File: config.mk
export PLATFORM = sky130hd
export DESIGN_NAME = gray_conv_arbiter
export DESIGN_NICKNAME = d
export VERILOG_FILES = /design/src/rtl/gray_conv_arbiter.sv
export SDC_FILE = /design/constraint.sdc
export NUM_CORES = 1
export LEC_CHECK = 0
export ABC_AREA = 1
export CAP_MARGIN = 20
export CORE_UTILIZATION = 60
export CTS_BUF_LIST = sky130_fd_sc_hd__clkbuf_4 sky130_fd_sc_hd__clkbuf_8 sky130_fd_sc_hd__clkbuf_16
export DETAILED_ROUTE_END_ITERATION = 12
export DONT_BUFFER_PORTS = 1
export GPL_TIMING_DRIVEN = 0
export PLACE_DENSITY = 0.86
export SLEW_MARGIN = 20
export SYNTH_ARGS = -nofsm -noshare
export SYNTH_HDL_FRONTEND = slang
export SYNTH_SLANG_ARGS = --single-unit
File: constraint.sdc
create_clock -name clk -period 2.1 [get_ports clk]
set_input_delay 0.42 -clock clk [delete_from_list [all_inputs] [get_ports clk]]
set_output_delay 0.42 -clock clk [all_outputs]
set_load 0.01 [all_outputs]
File: src/rtl/gray_conv_arbiter.sv
// Two-requester gray-to-binary converter with round-robin arbitration.
// Each request is captured in IDLE, converted in CONV and held in DONE until acknowledged.
module gray_conv_arbiter #(
  parameter int WIDTH = 4
) (
  input  logic             clk,
  input  logic             rst_n,
  input  logic             req0,
  input  logic [WIDTH-1:0] g0,
  input  logic             req1,
  input  logic [WIDTH-1:0] g1,
  output logic             gnt0,
  output logic             gnt1,
  output logic             out_valid,
  output logic [WIDTH-1:0] out_bin,
  output logic             out_id,
  input  logic             out_ack,
  output logic             busy,
  output logic [7:0]       conv_count
);

  typedef enum logic [1:0] {IDLE, CONV, DONE} state_t;

  state_t           state;
  logic [WIDTH-1:0] g_reg;
  logic             id_reg;
  logic             last_srv;
  logic             pick;

  function automatic logic [WIDTH-1:0] gray2bin(input logic [WIDTH-1:0] g);
    logic [WIDTH-1:0] b;
    b[WIDTH-1] = g[WIDTH-1];
    for (int i = WIDTH - 2; i >= 0; i--) begin
      b[i] = b[i+1] ^ g[i];
    end
    return b;
  endfunction

  // On a tie the requester that was not served last wins.
  assign pick = (req0 && req1) ? ~last_srv : req1;
  assign busy = (state != IDLE);

  always_ff @(posedge clk or negedge rst_n) begin
    if (!rst_n) begin
      state      <= IDLE;
      g_reg      <= '0;
      id_reg     <= 1'b0;
      last_srv   <= 1'b1;
      gnt0       <= 1'b0;
      gnt1       <= 1'b0;
      out_valid  <= 1'b0;
      out_bin    <= '0;
      out_id     <= 1'b0;
      conv_count <= 8'd0;
    end else begin
      gnt0 <= 1'b0;
      gnt1 <= 1'b0;
      case (state)
        IDLE: begin
          if (req0 || req1) begin
            g_reg    <= pick ? g1 : g0;
            id_reg   <= pick;
            last_srv <= pick;
            gnt0     <= ~pick;
            gnt1     <= pick;
            state    <= CONV;
          end
        end
        CONV: begin
          out_bin   <= gray2bin(g_reg);
          out_valid <= 1'b1;
          out_id    <= id_reg;
          state     <= DONE;
        end
        DONE: begin
          if (out_ack) begin
            out_valid  <= 1'b0;
            conv_count <= conv_count + 8'd1;
            state      <= IDLE;
          end
        end
        default: state <= IDLE;
      endcase
    end
  end

endmodule

==> impl_metrics.env, run 1 <==
export IMPL_r2r_cells=6
export IMPL_cts_tree="done"
export IMPL_min_path_type="input port to asynchronous set/reset pin"
export IMPL_vias=810
export IMPL_path_cells="inv_2 > nand2_4"
export IMPL_async_reset_ff_share_pct=100.0
export IMPL_drive_above_1_share_pct=13.08
export IMPL_coreArea_mm2=0.001745
export IMPL_vias_per_cell=5.226
export IMPL_cp_startpoint="state[1]$_DFFE_PN0P_"
export IMPL_p_leak_uw=0.0006122
export IMPL_rr_endpoint="conv_count[4]$_DFFE_PN0P_"
export IMPL_max_stage_delay_ns=0.50
export IMPL_hpwl_mm=1.403
export IMPL_finish_instance_area_mm2=0.001221
export IMPL_clock_skew_ns=0.005089
export IMPL_gp_congestion=0.7454
export IMPL_finalSetupViolCount=0
export IMPL_dpl_cell_area_mm2=0.001164
export IMPL_yosysTopAreaCell="dfrtp_1"
export IMPL_gr_total_overflow=0
export IMPL_cp_slowest_cell="dfrtp_1"
export IMPL_max_slew_margin_pct=65.55
export IMPL_synth_top_area_share_pct=50.83
export IMPL_antenna_found_initial=0
export IMPL_tightest_slew_ns=0.5168
export IMPL_worstSetupPathType="flop to output port"
export IMPL_cts_sinks=24
export IMPL_dr_pass1_iters=4
export IMPL_hold_viol=0
export IMPL_yosysSeqAreaShare_pct=53.15
export IMPL_ir_drop_mv=0.8513
export IMPL_netlist_area_mm2=0.001132
export IMPL_dieArea_mm2=0.002065
export IMPL_synth_nets=139
export IMPL_drv_slew=0
export IMPL_fillerInstances=131
export IMPL_synth_commonest_cells="34 x nand2_1, 23 x dfrtp_1, 17 x inv_1"
export IMPL_initial_core_util_pct=64.87
export IMPL_root_buffer="clkbuf_4"
export IMPL_drv_cap=0
export IMPL_drc=0
export IMPL_die_y_um=45.44
export IMPL_diodes=0
export IMPL_ios=30
export IMPL_crit_required_ns=1.68
export IMPL_fin_setup_tns_ns=0
export IMPL_worst_path_buf_inv=1
export IMPL_fin_crit_sh_pct=67.59
export IMPL_critPathCaptureType="output port"
export IMPL_finalNetCount=145
export IMPL_startpoint_type="flop"
export IMPL_netlist_instances=125
export IMPL_synth_area_per_cell_um2=9.059
export IMPL_cts_max_path_buffers=2
export IMPL_cp_top_family="flip-flops"
export IMPL_yosysMostFrequentCell="nand2_1"
export IMPL_grt_max_degree=25
export IMPL_power_density_mw_per_mm2=1473
export IMPL_status="finished clean"
export IMPL_cts_buffers=3
export IMPL_r2r_start="conv_count[0]$_DFFE_PN0P_"
export IMPL_synthTopCellsByArea="dfrtp_1 51%, nand2_1 11%, inv_1 5.6%, nand3_1 4.4%, nor2_4 4.0%"
export IMPL_avgRoutedWirePerCell_um=12.22
export IMPL_worstSetupEndpoint="busy"
export IMPL_synth_edf_count=0
export IMPL_clk_latency_ns=0.32
export IMPL_yosysWarnings=0
export IMPL_clk_pin_slew_ns=0.13
export IMPL_ys_flop_type="dfrtp_1"
export IMPL_r2r_setup_slack_ns=0.88
export IMPL_track_usage_pct=21.66
export IMPL_largest_reg_flops=8
export IMPL_min_period_ns=1.419
export IMPL_placementRows=15
export IMPL_io_buffers=0
export IMPL_grt_pass1_vias=705
export IMPL_grt_pass1_wl_mm=3.049
export IMPL_rsz0062_at_grt="no"
export IMPL_die_width_um=45.44
export IMPL_syn_to_final_growth_pct=7.845
export IMPL_synthDistinctLibCells=20
export IMPL_cts_setup_buffers=0
export IMPL_path_depth=2
export IMPL_cts_htree_levels=1
export IMPL_ys_seq_elements=24
export IMPL_max_freq_ghz=0.7045
export IMPL_drtIter0Drc=10
export IMPL_cp_max_fo=4
export IMPL_crit_arrival_ns=1.00
export IMPL_finalWirelength_mm=1.894
export IMPL_ant_nets=0
[power breakdown]
| group | leakage, uW | internal, uW | switching (uW) |
|---|---|---|---|
| logic | 0.000285 | 234 | 383 |
| clock network | 0.0000279 | 193 | 137 |
| registers | 0.000299 | 653 | 200 |
| total | 0.000612 | 1080 | 719 |
[metal layers]
layer	track usage, %	part of all wire, %
met1	25.00	40
met2	37.71	53
met3	5.556	5.3
met4	9.091	1.5
met5	0	0
[layout by cell type, fill, tap and decap left out, types with 2 or more instances in the layout]
cell type	instances
nand4_1	4
nand2_1	34
nor2_4	4
a31oi_1	2
xor2_1	2
buf_2	2
clkbuf_4	3
nand3_1	10
o21ai_0	8
dfrtp_1	23
o22ai_1	3
nor2_1	8
inv_1	17
inv_2	2
[cell families (layout without fill, tap and decap cells)]
logic type,Yosys count,in the layout,share of synthesized area (%)
AO/OA/AOI/OAI,13,13,6.298
XOR/XNOR,3,3,2.321
buffers and inverters,21,26,8.287
flip-flops,24,24,53.15
adder cells (fa/ha/maj),1,1,1.105
AND/OR/NAND/NOR,63,63,28.84
[worst min path at each step]
| stage | from | to | depth (start not counted) |
|---|---|---|---|
| detailed placement | rst_n | conv_count[2]$_DFFE_PN0P_ | 0 |
| global placement | rst_n | conv_count[6]$_DFFE_PN0P_ | 0 |
| finish | rst_n | conv_count[3]$_DFFE_PN0P_ | 1 |
| CTS | out_ack | state[1]$_DFFE_PN0P_ | 1 |
| floorplan | rst_n | conv_count[0]$_DFFE_PN0P_ | 0 |
| global route | rst_n | conv_count[5]$_DFFE_PN0P_ | 1 |
[stage by stage]
step                      hold slack, ns  worst slack, ns  cells  util, %  power [uW]
after global placement            0.1248           0.9425    150    66.67        1426
final                            0.05441           0.6805    155    69.96        1799
after detailed placement          0.1248           0.9111    150    66.67        1463
after floorplan                   0.1244           0.9868    125        -        1342
after global routing             0.06474           0.6301    155    69.96        1942
after CTS                         0.1998           0.6732    155    70.25        1808
[timing repair]
item / 4_1_cts / 5_1_grt
resized for setup: 0 / 0
endpoints found under the hold margin: 24 / 0
hold buffers: 1 / 0
[layout make-up]
type	count	area, um2	area share (%)
buffer	1	5.005	0.4098
clock buffer	3	22.52	1.844
clock inverter	1	30.03	2.459
inverter	20	88.84	7.275
multi-input combinational	80	436.7	35.76
sequential	24	601.8	49.28
tap	25	31.28	2.561
timing repair buffer	1	5.005	0.4098
Power figures use the tool's default switching activity.
==> inputs of run 2 (changes only) <==
--- a/config.mk
+++ b/config.mk
@@ -7,12 +7,13 @@
 export LEC_CHECK = 0
 export ABC_AREA = 1
 export CAP_MARGIN = 20
-export CORE_UTILIZATION = 60
+export CORE_ASPECT_RATIO = 1.5
+export CORE_UTILIZATION = 54
 export CTS_BUF_LIST = sky130_fd_sc_hd__clkbuf_4 sky130_fd_sc_hd__clkbuf_8 sky130_fd_sc_hd__clkbuf_16
 export DETAILED_ROUTE_END_ITERATION = 12
 export DONT_BUFFER_PORTS = 1
 export GPL_TIMING_DRIVEN = 0
-export PLACE_DENSITY = 0.86
+export PLACE_DENSITY = 0.82
 export SLEW_MARGIN = 20
 export SYNTH_ARGS = -nofsm -noshare
 export SYNTH_HDL_FRONTEND = slang
==> constraint.sdc (replaced) <==
create_clock -name clk -period 1.3 [get_ports clk]
set_input_delay 0.26 -clock clk [delete_from_list [all_inputs] [get_ports clk]]
set_output_delay 0.26 -clock clk [all_outputs]
set_load 0.01 [all_outputs]
==> run 2 against run 1 <==
  * Clock skew shrank 0.0027 ns
  * Final cell count shrank 1.9%
  * Highest routed layer unchanged
  * Routed wire length is 2.2% higher
  * Largest power group unchanged
  * Die area increased by 11%
  * Global-route usage shrank 2.4 points
  * Setup slack worse by 0.61 ns
  * First-iteration DRC count shrank 30%
==> impl_metrics.env, run 2 (same netlist as run 1, synthesis figures left out) <==
export IMPL_coreArea_mm2=0.001902
export IMPL_hpwl_mm=1.474
export IMPL_antenna_found_initial=0
export IMPL_dieArea_mm2=0.002288
export IMPL_grt_pass1_wl_mm=3.070
export IMPL_vias=818
export IMPL_grt_pass1_vias=778
export IMPL_sw_frac_of_total_pct=41.52
export IMPL_min_path_type="input port to flop"
export IMPL_drc=0
export IMPL_gr_total_overflow=0
export IMPL_grt_max_degree=25
export IMPL_cts_max_path_buffers=2
export IMPL_fillerInstances=167
export IMPL_layout_commonest_cell="nand2_1"
export IMPL_die_y_um=58.09
export IMPL_min_period_ns=1.234
export IMPL_drive_above_1_share_pct=13.74
export IMPL_clock_skew_ns=0.002425
export IMPL_path_cells="bufinv_8 > nand2_4"
export IMPL_drv_slew=0
export IMPL_drv_cap=0
export IMPL_largest_reg_flops=8
export IMPL_cp_max_fo=4
export IMPL_critPathCaptureType="output port"
export IMPL_die_width_um=39.39
export IMPL_max_slew_margin_pct=65.63
export IMPL_min_path_cells=1
export IMPL_path_depth=2
export IMPL_tightest_slew_ns=0.5155
export IMPL_initial_core_util_pct=59.54
export IMPL_combPwrFrac_pct=36.2
export IMPL_finalSetupViolCount=0
export IMPL_fin_crit_sh_pct=94.89
export IMPL_dr_pass1_iters=5
export IMPL_dpl_cell_area_mm2=0.001159
export IMPL_syn_to_final_growth_pct=6.961
export IMPL_ant_nets=0
export IMPL_avgRoutedWirePerCell_um=12.73
export IMPL_hold_viol=0
export IMPL_whs_ns=0.04051
export IMPL_r2r_cells=6
export IMPL_seqPwrFrac_pct=50.0
export IMPL_finalNetCount=146
export IMPL_max_freq_ghz=0.8106
export IMPL_clk_pin_slew_ns=0.12
export IMPL_cts_sinks=24
export IMPL_worstSetupPathType="flop to output port"
export IMPL_cts_tree="done"
export IMPL_diodes=0
export IMPL_p_leak_uw=0.0006082
export IMPL_multiInputGateArea_um2=436.7
export IMPL_crit_required_ns=1.04
export IMPL_ios=30
export IMPL_ir_drop_mv=1.305
export IMPL_power_density_mw_per_mm2=2276
export IMPL_cp_top_family="flip-flops"
export IMPL_cp_slowest_cell="dfrtp_1"
export IMPL_seq_area_um2=603.1
export IMPL_fin_setup_tns_ns=0
export IMPL_finish_instance_area_mm2=0.001211
export IMPL_placementRows=19
export IMPL_status="finished clean"
export IMPL_io_buffers=0
export IMPL_p_sw_uw=1145
export IMPL_cts_buffers=3
export IMPL_max_stage_delay_ns=0.38
export IMPL_root_buffer="clkbuf_4"
export IMPL_rsz0062_at_grt="no"
export IMPL_p_clk_share_pct=13.8
export IMPL_clk_latency_ns=0.31
export IMPL_final_cell_mix="34 x nand2_1, 22 x dfrtp_1, 17 x inv_1"
export IMPL_finalPower_uw=2757
export IMPL_worst_path_buf_inv=1
export IMPL_cts_setup_buffers=0
export IMPL_gp_congestion=0.7847
export IMPL_crit_arrival_ns=0.97
export IMPL_place_inst=146
export IMPL_cts_htree_levels=1
export IMPL_vias_per_cell=5.382
export IMPL_startpoint_type="flop"
export IMPL_finalWirelength_mm=1.935
export IMPL_track_usage_pct=19.30
export IMPL_drtIter0Drc=7
export IMPL_intPower_uw=1612
export IMPL_final_cells=152
## run 2: cell types whose count changed in the layout (fill, tap and decap cells not counted)
cell and delta:
dfrtp_1 -1, dlygate4sd3_1 +1, clkbuf_8 +1, o21ai_0 -1, bufinv_16 -1, dfrtp_2 +1, o21ai_1 +1
## run 2: final cells by class
type | instances | area share (%)
clock buffers | 4 | 2.996
inverters | 20 | 7.335
plain buffers | 1 | 0.4132
repair buffers | 2 | 1.240
multi-input cells | 80 | 36.05
flip-flops and latches | 24 | 49.79
well taps | 21 | 2.169
## run 2: final timing paths
kind                                           startpoint                   endpoint  slack [ns]
max in group asynchronous                           rst_n       state[1]$_DFFE_PN0P_        0.49
worst min register to register       last_srv$_DFFE_PN1P_       last_srv$_DFFE_PN1P_        0.48
worst max-delay path                 state[0]$_DFFE_PN0P_                       busy        0.07
worst max register to register  conv_count[0]$_DFFE_PN0P_  conv_count[4]$_DFFE_PN0P_        0.10
min in group asynchronous                           rst_n  conv_count[6]$_DFFE_PN0P_        0.44
worst min-delay path                              out_ack       state[1]$_DFFE_PN0P_        0.04
## run 2: per-stage QoR
stage,setup slack (ns),util [%]
2_1_floorplan,0.2063,-
5_1_grt,0.008819,63.68
3_5_place_dp,0.1093,60.92
4_1_cts,0.03376,63.36
6_report,0.06639,63.68
3_3_place_gp,0.1331,60.92
## run 2: power groups by stage
stage	clock network [uW]	registers (uW)	logic [uW]
2_1_floorplan	0	1330	834
3_3_place_gp	0	1380	929
3_5_place_dp	0	1400	980
4_1_cts	393	1380	1010
5_1_grt	427	1420	1150
6_report	381	1380	998
## run 2: layer usage
| layer | global-route usage [%] | routed length, um |
|---|---|---|
| met4 | 8.867 | 14 |
| met3 | 4.981 | 110 |
| met5 | 0 | 0 |
| met1 | 19.69 | 721 |
| met2 | 34.52 | 1088 |
## run 2: what timing repair did
action,4_1_cts,5_1_grt
hold buffers,1,1
endpoints found under the hold margin,24,23
endpoints found under the setup margin,0,2
resized for setup,0,2
==> inputs of run 3 (changes only) <==
--- a/config.mk
+++ b/config.mk
@@ -7,8 +7,10 @@
 export LEC_CHECK = 0
 export ABC_AREA = 1
 export CAP_MARGIN = 20
+export CELL_PAD_IN_SITES_DETAIL_PLACEMENT = 0
+export CELL_PAD_IN_SITES_GLOBAL_PLACEMENT = 1
 export CORE_ASPECT_RATIO = 1.5
-export CORE_UTILIZATION = 54
+export CORE_UTILIZATION = 40
 export CTS_BUF_LIST = sky130_fd_sc_hd__clkbuf_4 sky130_fd_sc_hd__clkbuf_8 sky130_fd_sc_hd__clkbuf_16
 export DETAILED_ROUTE_END_ITERATION = 12
 export DONT_BUFFER_PORTS = 1
==> run 3 against run 2 <==
  * Largest cell class unchanged
  * Count of clock-buffer cells in the layout unchanged
  * Sequential power about the same
  * Core utilization decreased by 17 points
  * Die area increased by 33%
  * Total power increased by 2.4%
  * Final cell count increased by 11%
  * First-iteration DRC count increased by 140%
  * Routed wire length increased by 0.41%
  * Cell area increased by 3.8%
  * Critical path depth unchanged
==> impl_metrics.env, run 3 (same netlist as run 1, synthesis figures left out) <==
export IMPL_status="finished clean"
export IMPL_path_cells="inv_2 > nand2_4"
export IMPL_placementRows=23
export IMPL_crit_required_ns=1.04
export IMPL_final_cell_mix="34 x nand2_1, 23 x dfrtp_1, 17 x inv_1"
export IMPL_holdCritStartpoint="out_ack"
export IMPL_diodes=0
export IMPL_cts_max_path_buffers=2
export IMPL_gr_total_overflow=0
export IMPL_cp_slowest_cell="dfrtp_1"
export IMPL_max_freq_ghz=0.8370
export IMPL_min_period_ns=1.195
export IMPL_fin_crit_sh_pct=91.90
export IMPL_critPathCaptureType="output port"
export IMPL_grt_pass1_vias=773
export IMPL_met1_length_um=740
export IMPL_max_stage_delay_ns=0.49
export IMPL_sw_frac_of_total_pct=40.37
export IMPL_cp_max_fo=4
export IMPL_avgRoutedWirePerCell_um=11.57
export IMPL_ir_drop_mv=1.183
export IMPL_min_path_cells=1
export IMPL_hold_viol=0
export IMPL_vias_per_cell=4.857
export IMPL_clock_skew_ns=0.003779
export IMPL_min_path_type="input port to flop"
export IMPL_r2r_cells=5
export IMPL_root_buffer="clkbuf_8"
export IMPL_die_y_um=67.17
export IMPL_final_util_pct=46.98
export IMPL_coreArea_mm2=0.002676
export IMPL_r2r_start="last_srv$_DFFE_PN1P_"
export IMPL_grt_max_degree=25
export IMPL_clk_latency_ns=0.26
export IMPL_worstSetupPathType="flop to output port"
export IMPL_finalNetCount=146
export IMPL_dr_wl_met3_um=161
export IMPL_syn_to_final_growth_pct=11.05
export IMPL_cts_sinks=24
export IMPL_clk_pin_slew_ns=0.08
export IMPL_drive_above_1_share_pct=12.98
export IMPL_grt_pass1_wl_mm=3.153
export IMPL_seqPwrFrac_pct=49.0
export IMPL_r2r_setup_slack_ns=0.12
export IMPL_cts_htree_levels=1
export IMPL_hpwl_mm=1.460
export IMPL_rr_endpoint="g_reg[2]$_DFFE_PN0P_"
export IMPL_place_ws_ns=0.09428
export IMPL_setup_slack_ns=0.1053
export IMPL_max_slew_margin_pct=77.50
export IMPL_p_clk_share_pct=16.3
export IMPL_dieArea_mm2=0.003052
export IMPL_dr_max_layer_used="met4"
export IMPL_dr_pass1_iters=4
export IMPL_initial_core_util_pct=42.31
export IMPL_cp_top_family="flip-flops"
export IMPL_drv_slew=0
export IMPL_fin_setup_tns_ns=0
export IMPL_combPwrFrac_pct=34.7
export IMPL_rsz0062_at_grt="no"
export IMPL_vias=816
export IMPL_p_leak_uw=0.0006201
export IMPL_ios=30
export IMPL_ant_nets=0
export IMPL_tightest_slew_ns=0.3362
export IMPL_die_width_um=45.44
export IMPL_worst_path_buf_inv=1
export IMPL_power_density_mw_per_mm2=2244
export IMPL_intPower_uw=1683
export IMPL_cts_tree="done"
export IMPL_gp_congestion=0.7552
export IMPL_antenna_found_initial=0
export IMPL_drtIter0Drc=17
export IMPL_drc=0
export IMPL_p_sw_uw=1139
export IMPL_whs_ns=0.09895
export IMPL_cts_buffers=3
export IMPL_track_usage_pct=14.27
export IMPL_drv_cap=0
export IMPL_wl_met2_um=996
export IMPL_cp_startpoint="state[1]$_DFFE_PN0P_"
export IMPL_crit_arrival_ns=0.93
export IMPL_whs_endpoint="state[1]$_DFFE_PN0P_"
export IMPL_io_buffers=0
export IMPL_finalSetupViolCount=0
export IMPL_finalWirelength_mm=1.943
export IMPL_startpoint_type="flop"
export IMPL_largest_reg_flops=8
export IMPL_layout_commonest_cell="nand2_1"
[run 3: power groups by stage]
stage	Combinational, uW	Clock, uW	Sequential [uW]
after CTS	970	480	1390
after global routing	1130	522	1430
after global placement	939	0	1390
final	980	460	1380
after floorplan	834	0	1330
after detailed placement	969	0	1400
[run 3: area by class of cell]
type	count	area (um2)
Timing Repair Buffer	2	30.03
Buffer	1	5.005
Tap cell	37	46.29
Multi-Input combinational cell	80	436.7
Inverter	20	88.84
Sequential cell	24	601.8
Clock buffer	4	48.80
Fill cell	272	1419
[run 3: per-layer routing]
layer  vias to the layer above  global-route usage [%]
met5                         -                       0
met4                         0                   7.955
met3                         5                   3.743
met2                        31                   25.89
met1                       375                   13.95
li1                        405                       -
[run 3: worst max-delay path by stage]
stage / to / slack [ns] / depth (start not counted)
2_1_floorplan: g_reg[0]$_DFFE_PN0P_ / 0.21 / 5
3_3_place_gp: g_reg[0]$_DFFE_PN0P_ / 0.12 / 5
3_5_place_dp: g_reg[0]$_DFFE_PN0P_ / 0.09 / 5
4_1_cts: g_reg[0]$_DFFE_PN0P_ / 0.08 / 5
5_1_grt: g_reg[2]$_DFFE_PN0P_ / 0.03 / 5
6_report: busy / 0.11 / 2
[run 3: worst reg2reg max path, cell delays in order, from the launching register on]
cell and delay [ns]:
dfstp_2 0.54, nand2_1 0.04, nand2_1 0.13, inv_1 0.12
o21ai_0 0.16, o22ai_1 0.08
[run 3: repair_timing]
| item | 4_1_cts | 5_1_grt |
|---|---|---|
| gates resized for setup | 0 | 2 |
| endpoints found under the setup margin | 0 | 1 |
| buffers inserted | 0 | 0 |
| endpoints found under the hold margin | 24 | 24 |
[run 3: per-stage QoR]
step           std cells  instance area (um2)  power, uW
2_1_floorplan        125                 1132       2167
3_3_place_gp         162                 1179       2329
3_5_place_dp         162                 1179       2366
4_1_cts              166                 1227       2837
5_1_grt              168                 1257       3078
6_report             168                 1257       2822
